===== src/rtl/id_auth_pkg.sv =====
// Shared types and constants for the player-ID authentication controller.
// Holds the controller state enum, the default four-player ID table and a
// constant-evaluable ceil(log2) helper used to size counters and ports.
package id_auth_pkg;

  typedef enum logic [1:0] {
    ENTRY  = 2'd0,
    SEARCH = 2'd1,
    AUTH   = 2'd2,
    LOCKED = 2'd3
  } authState_e;

  // Entry p lives at bits [p*16 +: 16]; first-entered digit is the top nibble.
  // P0=0,3,7,4  P1=1,2,3,4  P2=9,9,9,9  P3=5,0,5,0
  localparam logic [63:0] DEFAULT_ID_TABLE = {16'h5050, 16'h9999, 16'h1234, 16'h0374};

  // Smallest r with 2**r >= value (0 for value <= 1).
  function automatic int clog2(input int value);
    int r;
    r = 0;
    for (int i = 0; i < 31; i++) begin
      if ((1 << i) < value) r = i + 1;
    end
    return r;
  endfunction

endpackage


===== src/rtl/id_table_rom.sv =====
// Constant ID table read port: returns the stored code for one player index.
// Kept as its own block so a RAM-backed table can replace it later.
module id_table_rom
  import id_auth_pkg::*;
#(
  parameter int CODE_W      = 16,
  parameter int NUM_PLAYERS = 4,
  parameter int IDX_W       = 2,
  parameter logic [NUM_PLAYERS*CODE_W-1:0] ID_TABLE = DEFAULT_ID_TABLE
) (
  input  logic [IDX_W-1:0]  i_idx,
  output logic [CODE_W-1:0] o_code
);

  // Select the table slice whose index matches; unused indices read as zero.
  always_comb begin
    o_code = '0;
    for (int p = 0; p < NUM_PLAYERS; p++) begin
      if (i_idx == IDX_W'(p)) o_code = ID_TABLE[p*CODE_W +: CODE_W];
    end
  end

endmodule


===== src/rtl/id_auth_ctrl.sv =====
// Player-ID authentication controller.
// Collects CODE_LEN digits from the switch bank (one per button press), then
// walks the ID table one entry per cycle looking for the lowest matching
// player. Consecutive misses lead to a timed lockout; logout from the game
// controller returns to digit entry.
// Optional build macro ENTRY_TIMEOUT_EN: discards a partial entry after
// TIMEOUT_CYCLES idle cycles. Without it a partial entry is held forever.
module id_auth_ctrl
  import id_auth_pkg::*;
#(
  parameter int DIGIT_W        = 4,
  parameter int CODE_LEN       = 4,
  parameter int NUM_PLAYERS    = 4,
  parameter int ADDR_W         = 5,
  parameter int MAX_FAILS      = 3,
  parameter int LOCK_CYCLES    = 16,
  parameter int TIMEOUT_CYCLES = 64,
  parameter logic [NUM_PLAYERS*CODE_LEN*DIGIT_W-1:0] ID_TABLE = DEFAULT_ID_TABLE
) (
  input  logic                            clk,
  input  logic                            rst,
  input  logic [DIGIT_W-1:0]              i_switches,
  input  logic                            i_password_button,
  input  logic                            i_logout_cmd,
  output logic                            o_matched_id,
  output logic [ADDR_W-1:0]               o_player_address,
  output logic [clog2(CODE_LEN+1)-1:0]    o_digit_count,
  output logic                            o_auth_fail,
  output logic                            o_locked
);

  localparam int CODE_W = CODE_LEN * DIGIT_W;
  localparam int CNT_W  = clog2(CODE_LEN + 1);
  localparam int IDX_W  = (NUM_PLAYERS > 1) ? clog2(NUM_PLAYERS) : 1;
  localparam int FAIL_W = clog2(MAX_FAILS + 1);
  localparam int LOCK_W = (LOCK_CYCLES > 1) ? clog2(LOCK_CYCLES) : 1;

  localparam logic [CNT_W-1:0]  LAST_DIGIT = CNT_W'(CODE_LEN - 1);
  localparam logic [IDX_W-1:0]  LAST_IDX   = IDX_W'(NUM_PLAYERS - 1);
  localparam logic [FAIL_W-1:0] FAIL_LIMIT = FAIL_W'(MAX_FAILS);
  localparam logic [LOCK_W-1:0] LOCK_LAST  = LOCK_W'(LOCK_CYCLES - 1);

`ifdef ENTRY_TIMEOUT_EN
  localparam int IDLE_W = (TIMEOUT_CYCLES > 1) ? clog2(TIMEOUT_CYCLES) : 1;
  localparam logic [IDLE_W-1:0] IDLE_LAST = IDLE_W'(TIMEOUT_CYCLES - 1);
  logic [IDLE_W-1:0] r_idleCnt;
`endif

  authState_e        r_state;
  logic              r_btnQ;
  logic [CODE_W-1:0] r_entry;
  logic [IDX_W-1:0]  r_idx;
  logic [FAIL_W-1:0] r_failCnt;
  logic [LOCK_W-1:0] r_lockTimer;

  logic              w_press;
  logic [CODE_W-1:0] w_romCode;
  logic              w_match;
  logic [FAIL_W-1:0] w_failNext;

  assign w_press    = i_password_button & ~r_btnQ;
  assign w_match    = (r_entry == w_romCode);
  assign w_failNext = r_failCnt + FAIL_W'(1);

  id_table_rom #(
    .CODE_W      (CODE_W),
    .NUM_PLAYERS (NUM_PLAYERS),
    .IDX_W       (IDX_W),
    .ID_TABLE    (ID_TABLE)
  ) u_rom (
    .i_idx  (r_idx),
    .o_code (w_romCode)
  );

  // Remember last cycle's button level so a held button yields a single press.
  always_ff @(posedge clk or posedge rst) begin
    if (rst) r_btnQ <= 1'b0;
    else     r_btnQ <= i_password_button;
  end

  // Main controller: entry, table search, authenticated hold and lockout.
  always_ff @(posedge clk or posedge rst) begin
    if (rst) begin
      r_state          <= ENTRY;
      r_entry          <= '0;
      r_idx            <= '0;
      r_failCnt        <= '0;
      r_lockTimer      <= '0;
      o_matched_id     <= 1'b0;
      o_player_address <= '0;
      o_digit_count    <= '0;
      o_auth_fail      <= 1'b0;
      o_locked         <= 1'b0;
`ifdef ENTRY_TIMEOUT_EN
      r_idleCnt        <= '0;
`endif
    end else begin
      o_auth_fail <= 1'b0;
      case (r_state)
        ENTRY: begin
          if (i_logout_cmd) begin
            o_digit_count <= '0;
            r_entry       <= '0;
`ifdef ENTRY_TIMEOUT_EN
            r_idleCnt     <= '0;
`endif
          end else if (w_press) begin
            r_entry <= (r_entry << DIGIT_W) | CODE_W'(i_switches);
`ifdef ENTRY_TIMEOUT_EN
            r_idleCnt <= '0;
`endif
            if (o_digit_count == LAST_DIGIT) begin
              o_digit_count <= '0;
              r_idx         <= '0;
              r_state       <= SEARCH;
            end else begin
              o_digit_count <= o_digit_count + CNT_W'(1);
            end
          end
`ifdef ENTRY_TIMEOUT_EN
          else if (o_digit_count != '0) begin
            if (r_idleCnt == IDLE_LAST) begin
              o_digit_count <= '0;
              r_entry       <= '0;
              r_idleCnt     <= '0;
            end else begin
              r_idleCnt <= r_idleCnt + IDLE_W'(1);
            end
          end
`endif
        end

        SEARCH: begin
          if (i_logout_cmd) begin
            r_idx   <= '0;
            r_state <= ENTRY;
          end else if (w_match) begin
            o_matched_id     <= 1'b1;
            o_player_address <= ADDR_W'(r_idx);
            r_failCnt        <= '0;
            r_state          <= AUTH;
          end else if (r_idx == LAST_IDX) begin
            o_auth_fail <= 1'b1;
            r_idx       <= '0;
            if (w_failNext == FAIL_LIMIT) begin
              r_failCnt   <= w_failNext;
              o_locked    <= 1'b1;
              r_lockTimer <= '0;
              r_state     <= LOCKED;
            end else begin
              r_failCnt <= w_failNext;
              r_state   <= ENTRY;
            end
          end else begin
            r_idx <= r_idx + IDX_W'(1);
          end
        end

        AUTH: begin
          if (i_logout_cmd) begin
            o_matched_id     <= 1'b0;
            o_player_address <= '0;
            r_state          <= ENTRY;
          end
        end

        LOCKED: begin
          if (r_lockTimer == LOCK_LAST) begin
            o_locked  <= 1'b0;
            r_failCnt <= '0;
            r_state   <= ENTRY;
          end else begin
            r_lockTimer <= r_lockTimer + LOCK_W'(1);
          end
        end

        default: r_state <= ENTRY;
      endcase
    end
  end

endmodule


===== config.mk =====
export PLATFORM = sky130hd
export DESIGN_NAME = id_auth_ctrl
export DESIGN_NICKNAME = d
export VERILOG_FILES = /design/src/rtl/id_auth_pkg.sv /design/src/rtl/id_table_rom.sv /design/src/rtl/id_auth_ctrl.sv
export SDC_FILE = /design/constraint.sdc
export NUM_CORES = 1
export LEC_CHECK = 0
export BUFFER_PORTS_ARGS = -buffer_cell sky130_fd_sc_hd__buf_2
export CAP_MARGIN = 5
export CORE_ASPECT_RATIO = 0.75
export CORE_MARGIN = 3
export CORE_UTILIZATION = 45
export DETAILED_ROUTE_END_ITERATION = 6
export HOLD_SLACK_MARGIN = 0.1
export PLACE_DENSITY = 0.73
export SLEW_MARGIN = 25
export SYNTH_ARGS = -nofsm -noshare
export SYNTH_HDL_FRONTEND = slang
export SYNTH_SLANG_ARGS = --single-unit

===== constraint.sdc =====
create_clock -name clk -period 3.15 [get_ports clk]
set_input_delay 0.1575 -clock clk [delete_from_list [all_inputs] [get_ports clk]]
set_output_delay 0.1575 -clock clk [all_outputs]
set_load 0.01 [all_outputs]

# --- Word-level counts from Yosys, hierarchy flattened ---
# Index checks and enable logic that the tools add are counted.
# Widths: inputs -> output; s select.
classes:
  n_addsub: 4
  eq_ne: 24
  mux: 54
  bitwise: 3
  reduce_logical: 13
ops:
  columns: ["op", "n"]
  rows:
  - ["$mux 16", 4]
  - ["$mux 2", 18]
  - ["$ne 2x2->1 const B", 11]
  - ["$mux 4", 5]
  - ["$reduce_and 6->1", 3]
  - ["$eq 16x16->1", 1]
  - ["$or 16x4->16", 1]
  - ["$mux 5", 3]
  - ["$mux 13", 1]
  - ["$mux 1", 12]
  - ["$eq 2x2->1 const B", 5]
  - ["$mux 10", 1]
  - ["$pmux 5 s2", 1]
  - ["$mux 3", 3]
  - ["$pmux 2 s2", 2]
  - ["$pmux 2 s4", 1]
  - ["$pmux 4 s2", 1]
  - ["$reduce_and 4->1", 2]
  - ["$reduce_bool 2->1", 4]
  - ["$ne 3x3->1 const B", 2]
  - ["$reduce_and 5->1", 1]
  - ["$add 2x1->2 const B", 2]
  - ["$add 4x1->4 const B", 1]
  - ["$eq 2x1->1 const B", 2]
  - ["other kinds (9)", 11]
totals:
  regBits: 38
  input_bits: 8
  output_inout_bits: 11
  word_cells: 109

# --- Depth between registers and ports, before layout ---
# Gate-level depths: netlist of run 1.
logic_depth:
  ltp_word: 9
  depth_mapped: 7
  ltp_nobuf: 7

# --- Modules after synthesis ---
# From an unflattened synthesis of run 1, not the netlist that was laid out.
unflattened:
  hier_cells: 198
  hier_area_um2: 2035.7
modules_own_cells:
  columns: ["mod", "n_inst", "cells_each", "area_per_inst_um2", "seq_area_each_um2"]
  rows:
  - ["id_auth_ctrl", 1, 173, 1846.8, 875.8]
  - ["id_table_rom", 1, 25, 188.9, 0.0]

# --- Worst setup path before layout of run 1 ---
# OpenSTA, ideal clock, no wires.
synth_path:
  path_kind: "register -> register"
  startpoint: "register r_idx[0]"
  endpoint: "register r_state[0]"
  setup_time_ps: 130
  arrival_ps: 1807
  required_time_ps: 3020
  path_slack_ps: 1213
  stages_incl_launch_ff: 8
  n_path_buf: 1
  synth_period_minus_slack_ps: 1937
  cell_sequence: "dfrtp_1 > ha_1 > buf_2 > nor4b_1 > a311o_1 > o2111ai_4 > a311oi_1 > o21ai_1"
synth_between:
  elab_chain_len: 9
  word_cells_on_any_way: 14
  classes_between: "eq/ne: 5; mux: 7; reduce/logical: 2"
synth_lines:
  columns: ["item", "line_no", "source"]
  rows:
  - ["from (decl)", "id_auth_ctrl.sv:52", "logic [IDX_W-1:0] r_idx;"]
  - ["from (signal assigned)", "id_auth_ctrl.sv:155", "r_idx <= r_idx + IDX_W'(1);"]
  - ["$logic_not 2->1", "id_table_rom.sv:19", "if (i_idx == IDX_W'(p)) o_code = ID_TABLE[p*CODE_W +: CODE_W];"]
  - ["$mux 10", "id_table_rom.sv:19", null]
  - ["$mux 13", "id_table_rom.sv:19", null]
  - ["$mux 16 (2 in series)", "id_table_rom.sv:19", null]
  - ["$eq 16x16->1", "id_auth_ctrl.sv:62", "assign w_match = (r_entry == w_romCode);"]
  - ["$mux 2", "id_auth_ctrl.sv:137", "end else if (w_match) begin"]
  - ["$mux 2", "id_auth_ctrl.sv:134", "if (i_logout_cmd) begin"]
  - ["$pmux 2 s4", "id_auth_ctrl.sv:99", "case (r_state)"]
  - ["to (signal assigned)", "id_auth_ctrl.sv:136", "r_state <= ENTRY;"]
  - ["to (signal assigned)", "id_auth_ctrl.sv:141", "r_state <= AUTH;"]
  - ["to (signal assigned)", "id_auth_ctrl.sv:149", "r_state <= LOCKED;"]
  - ["to (decl)", "id_auth_ctrl.sv:49", "authState_e r_state;"]
# Parallel ways exist; a longest one is shown, timed or not.
# A chain may end at the register's enable or synchronous reset.

# --- Worst setup path in the final report of run 1 ---
layout_path:
  startpoint: "register r_idx[0]"
  endpoint: "register r_state[1]"
# Same word-level chain as after synthesis.

==> results of run 1 <==
## layout make-up
class	count	area [sq um]	share of cell area
Tap cell	52	65.06	0.03081
Clock buffer	5	68.82	0.03258
Sequential cell	35	875.8	0.4147
Multi-Input combinational cell	120	902.1	0.4271
Clock inverter	3	20.02	0.009479
Inverter	8	30.03	0.01422
Timing Repair Buffer	23	150.1	0.07109
## how the worst max path moves through the flow
stage                                  end            startpoint  slack, ns  cells past startpoint
floorplan           r_state[0]$_DFFE_PP0P_  r_idx[0]$_DFFE_PP0P_       1.21                      7
global placement    r_state[0]$_DFFE_PP0P_  r_idx[0]$_DFFE_PP0P_       1.14                      7
detailed placement  r_state[0]$_DFFE_PP0P_  r_idx[0]$_DFFE_PP0P_       0.99                      7
CTS                 r_state[1]$_DFFE_PP0P_  r_idx[0]$_DFFE_PP0P_       0.95                      7
global route        r_state[0]$_DFFE_PP0P_  r_idx[0]$_DFFE_PP0P_       0.73                      7
finish              r_state[1]$_DFFE_PP0P_  r_idx[0]$_DFFE_PP0P_       0.95                      7
## power groups by stage
stage               Clock (W)  Sequential, W  Combinational [W]
floorplan                   0       0.000618           0.000435
global placement            0       0.000645           0.000499
detailed placement          0       0.000653           0.000531
CTS                  0.000327       0.000645           0.000544
global route         0.000347       0.000662           0.000606
finish               0.000322       0.000646           0.000548
## sequential cells by signal, indices dropped and copies added (netlist names)
register and flops:
o_matched_id 1, r_btnQ 1, r_lockTimer 4, r_idx 2
r_failCnt 2, r_state 2, o_digit_count 3, o_auth_fail 1
o_locked 1, o_player_address 2, r_entry 16
## critical path, delay by kind of cell, from the launching register on
family,cells,cell delay [ns]
compound gates,2,0.52
buf+inv,1,0.13
xor+xnor,1,0.17
fa+ha+maj,1,0.34
flops,1,0.50
simple gates,1,0.24
mux,1,0.22
## timing repair
action | 4_1_cts | 5_1_grt
gates resized for setup | 0 | 0
hold buffers | 6 | 0
endpoints found under the hold margin | 40 | 0
## synthesized netlist by cell type (2+ instances only)
cell type	number
a21oi_1	8
a22o_1	15
a22o_2	2
a31oi_1	5
a32o_1	2
a32oi_1	2
a41oi_1	3
buf_2	2
buf_4	3
clkbuf_1	4
dfrtp_1	35
ha_1	9
inv_1	8
mux2i_1	2
nand2_1	9
nand2b_1	2
nand3_1	3
nor2_1	15
nor2b_1	2
nor3_1	4
nor4b_1	2
o21a_1	2
o21ai_1	3
o31a_1	2
xnor2_1	3
## per-stage QoR
step | utilization | instance area, sq um | power [W] | std cells | setup slack [ns]
after detailed placement | 0.5161 | 1963 | 0.001183 | 232 | 0.9906
after global placement | 0.5151 | 1959 | 0.001143 | 232 | 1.140
after CTS | 0.5553 | 2112 | 0.001515 | 246 | 0.9516
after floorplan | - | 1856 | 0.001053 | 173 | 1.213
final | 0.5553 | 2112 | 0.001516 | 246 | 0.9522
after global routing | 0.5553 | 2112 | 0.001615 | 246 | 0.7309
## logic make-up after synthesis
family          synth area share
mux                      0.01083
simple gates              0.1388
fa+ha+maj                0.06094
flops                     0.4739
xor+xnor                 0.01422
other cells             0.002029
compound gates            0.2553
buf+inv                  0.04400
## per-layer routing
layer	GRT usage	share of wire	vias up	wire [um]
met2	0.2807	0.45	56	1808
li1	-	-	679	-
met3	0.04240	0.054	13	215
met4	0.07711	0.022	0	89
met1	0.2325	0.47	713	1871
met5	0	0	-	0
==> reports/qor.csv, run 1 <==
metric,value,unit
status,"finished, final reports clean",
Worst EP required,3.36,ns
DP Wirelength,2744,um
register share of total power,0.426,
Final Slew Violations,0,
Port Buf Inserts,15,
Syn. warnings,0,
Max Root-Sink Buffers,2,
"Worst Path Class, Setup",reg -> reg,
Max-slew headroom,0.5029,
Total Routed Length,3984,um
Synth area leader,dfrtp_1,
R2R Path Start,r_idx[0]$_DFFE_PP0P_,
"Seq/Total Area, Yosys",0.4739,
"most common cell after layout, fill and taps aside",dfrtp_1,
worst hold endpoint,o_matched_id$_DFFE_PP0P_,
Final setup viols,0,
CP max stage cell,dfrtp_1,
part of the power in combinational logic,0.361,
core area,3804,sq um
setup bufs post-CTS,0,
Post-synth top flop,dfrtp_1,
Worst Clk Skew,0.005752,ns
Static Leakage,0.9524,nW
area share of the largest cell type after synthesis,0.4739,
Internal,0.0009099,W
Clock Latency Late Sink,0.29,ns
first-pass GRT wire length,6575,um
Crit. End Element,flip-flop,
"FF+latch count, synth",35,
MaxCap Viol Count,0,
site row count,19,
unrepaired setup endpoints after global routing,false,
most frequent cells in the layout,"dfrtp_1 (35), nor2_1 (15), a22o_1 (15), buf_2 (15)",
"Avg Cell Area, Syn",10.81,sq um
CTS Buf Count,5,
share of cells above drive strength 1,0.1856,
Net Sw Frac,0.3999,
worst hold slack,0.2635,ns
"antenna viol nets, final",0,
reg2reg path depth,7,
mapped cell area,1848,sq um
number of fill cells,334,
grt total ovfl,0,
number of synthesized flops with an enable pin,0,
Max Fclk,455.0,MHz
Worst path max stage delay,0.50,ns
Synth area leaders,"dfrtp_1 (47%), a22o_1 (7.1%), ha_1 (6.1%), nor2_1 (3.0%), a21oi_1 (2.2%)",
final count of hold timing violations,0,
WP data arrival,2.41,ns
die extent in y,61.50,um
clock slew at reported path FFs,0.08,ns
maximum number of pins on one net before global-route repair,36,
CP cell instances,inv_1 -> ha_1 -> xnor2_1 -> nor4_4 -> o2111ai_4 -> a21oi_1 -> mux2i_1,
ys async rst share,1.000,
final setup TNS,0,ns
via-per-instance ratio,5.939,
HP Class,in -> reg,
critical path launch point type,flip-flop,
crit-path max FO,10,
DRC violations left,0,
fin crit share,0.6977,
wire per inst,16.20,um
VDD IR max,0.3340,mV
layout net count,210,
Worst Tran Pin Value,0.7456,ns
CTS sink count,35,
power share of the clock group,0.212,
num ports,19,
initial antenna violation count,0,
routability-driven placement congestion ratio,0.8023,
Hold Path Depth,2,
CTS H-tree lvls,2,
drt first pass iters,5,
die width,80.00,um
HP Start,i_logout_cmd,
full die area,4920,sq um
Area Growth Syn to Fin,14.29,%
final period demand of the worst path,2.198,ns
vias in the first global route,1433,
number of distinct library cells after synthesis,49,
CTS tree,done,
Gate Count Post-Synth,171,
register-to-register setup slack,0.95,ns
vias,1461,
R2R Path End,r_state[1]$_DFFE_PP0P_,
clk root buf,clkbuf_8,
Psw,0.0006064,W
Cell Pwr Density,717.9,nW/um^2
Total Routing Usage GR,0.1761,
Iter 0 DRT Violations,57,
Initial Utilization,0.4859,
Antenna Cells,0,
(Power assumes the default switching activity.)
==> inputs of run 2 (changes only) <==
Clock period 3.15 ns to 2.1 ns, I/O delays scaled along.
==> run 2 against run 1 <==
  * Sequential power is 48% higher
  * Die area stayed put
  * Clock power is 51% higher
  * Clock skew is 0.0063 ns higher
  * Worst setup slack worse by 0.92 ns
  * Critical path type unchanged
  * Non-clock buffer count is 9 higher
  * Cell count is 3.7% higher
  * Register-to-register slack worse by 0.92 ns
  * Clock-buffer cell count stayed put
  * Critical path depth is 2 higher
  * Largest power group is now combinational logic
  * Critical endpoint is now r_state[0]$_DFFE_PP0P_
==> reports/qor.csv, run 2 (same netlist as run 1, synthesis figures left out) <==
metric,value,unit
Max-slew headroom,0.5045,
initial antenna violation count,0,
HP Class,in -> reg,
WP buf/inv,3,
WP data arrival,2.23,ns
top flop regs,"r_entry (16), r_lockTimer (4), o_digit_count (3)",
Worst path max stage delay,0.44,ns
power share of the clock group,0.194,
"most common cell after layout, fill and taps aside",dfrtp_1,
CTS H-tree lvls,2,
Max Fclk,484.2,MHz
"Worst Path Class, Setup",reg -> reg,
Port Buf Inserts,15,
site row count,19,
Hold Path Depth,2,
final period demand of the worst path,2.065,ns
Total Routing Usage GR,0.1766,
CTS Buf Count,5,
grt total ovfl,0,
fin crit share,0.9835,
max reg flops,16,
CTS tree,done,
clk root buf,clkbuf_8,
CTS sink count,35,
"antenna viol nets, final",0,
final core utilization,0.6007,
reg2reg path depth,9,
Crit. End Element,flip-flop,
status,"finished, final reports clean",
Final setup viols,0,
die width,80.00,um
Net Sw Frac,0.4029,
Total Routed Length,4304,um
routability-driven placement congestion ratio,0.8050,
final setup TNS,0,ns
critical path launch point type,flip-flop,
MaxCap Viol Count,0,
Max Root-Sink Buffers,2,
Worst path depth,9,
final count of hold timing violations,0,
DP Wirelength,2794,um
Cell Pwr Density,1099,nW/um^2
Area Growth Syn to Fin,23.63,%
first-pass GRT wire length,6603,um
VDD IR max,0.6802,mV
most frequent cells in the layout,"dfrtp_1 (33), a22o_1 (15), buf_2 (15), nor2_1 (13)",
Final Slew Violations,0,
Internal,0.001499,W
drt first pass iters,4,
wire per inst,16.88,um
"CP delay by family, top",flip-flops,
vias in the first global route,1416,
clock slew at reported path FFs,0.08,ns
die extent in y,61.50,um
maximum number of pins on one net before global-route repair,36,
vias,1506,
crit-path max FO,6,
Iter 0 DRT Violations,181,
via-per-instance ratio,5.906,
Psw,0.001011,W
register share of total power,0.380,
share of cells above drive strength 1,0.3054,
CP max stage cell,dfrtp_2,
core area,3804,sq um
Initial Utilization,0.4859,
part of the power in combinational logic,0.426,
unrepaired setup endpoints after global routing,true,
CP cell instances,inv_2 -> ha_4 -> xnor2_2 -> nor4_4 -> o2111ai_4 -> buf_6 -> buf_4 -> nand2_1 -> o21ai_1,
Antenna Cells,0,
layout net count,219,
Worst Tran Pin Value,0.7432,ns
Static Leakage,1.005,nW
Worst Clk Skew,0.01207,ns
Largest Register,r_entry,
full die area,4920,sq um
num ports,19,
DRC violations left,0,
Clock Latency Late Sink,0.29,ns
Worst EP required,2.26,ns
[run 2: cell count changes in the layout (fill, tap and decap cells not counted), sizes merged]
cell | previous run | this run
buf | 17 | 26
[run 2: stage by stage]
step	worst slack [ns]	cell area [sq um]	instances	hold WS, ns	power (W)
after floorplan	0.1629	1856	173	0.1364	0.001579
after global placement	0.1345	1982	235	0.2170	0.001758
after detailed placement	-0.09561	1986	235	0.2276	0.001824
after CTS	0.01161	2167	251	0.2072	0.002345
after global routing	-0.03609	2285	255	0.2244	0.002663
final	0.03467	2285	255	0.2104	0.002510
[run 2: power by group through the flow]
stage | Sequential [W] | Combinational [W] | Clock (W)
after floorplan | 0.000927 | 0.000652 | 0
after global placement | 0.000944 | 0.000814 | 0
after detailed placement | 0.000959 | 0.000865 | 0
after CTS | 0.000949 | 0.000901 | 0.000496
after global routing | 0.000970 | 0.00117 | 0.000523
final | 0.000954 | 0.00107 | 0.000486
[run 2: routing by layer]
layer | wire, um | track usage | share of wire
met5 | 0 | 0 | 0
met2 | 1931 | 0.2877 | 0.45
met1 | 2029 | 0.2260 | 0.47
met4 | 116 | 0.07711 | 0.027
met3 | 226 | 0.04678 | 0.053
[run 2: path summary, 6_finish.rpt]
| path | startpoint | end | slack (ns) |
|---|---|---|---|
| hold / removal | i_logout_cmd | o_matched_id$_DFFE_PP0P_ | 0.21 |
| max in group asynchronous | rst | r_idx[0]$_DFFE_PP0P_ | 1.32 |
| setup reg to reg | r_idx[1]$_DFFE_PP0P_ | r_state[0]$_DFFE_PP0P_ | 0.03 |
| min in group asynchronous | rst | r_failCnt[1]$_DFFE_PP0P_ | 0.44 |
| setup / recovery | r_idx[1]$_DFFE_PP0P_ | r_state[0]$_DFFE_PP0P_ | 0.03 |
| hold reg to reg | r_entry[13]$_DFFE_PP0P_ | r_entry[13]$_DFFE_PP0P_ | 0.52 |
[run 2: area by class of cell]
| type | count | area (sq um) |
|---|---|---|
| fill | 314 | 1519 |
| multi-input combinational | 120 | 994.7 |
| sequential | 35 | 878.3 |
| timing repair buffer | 32 | 225.2 |
| clock buffer | 5 | 68.82 |
| tap | 52 | 65.06 |
| inverter | 8 | 32.53 |
| clock inverter | 3 | 20.02 |
[run 2: timing repair]
item,in CTS,in global routing
hold buffers,6,0
setup endpoints to repair,2,12
setup buffers,2,4
hold endpoints to repair,40,0
gates resized for setup,5,19
pin swaps,1,6
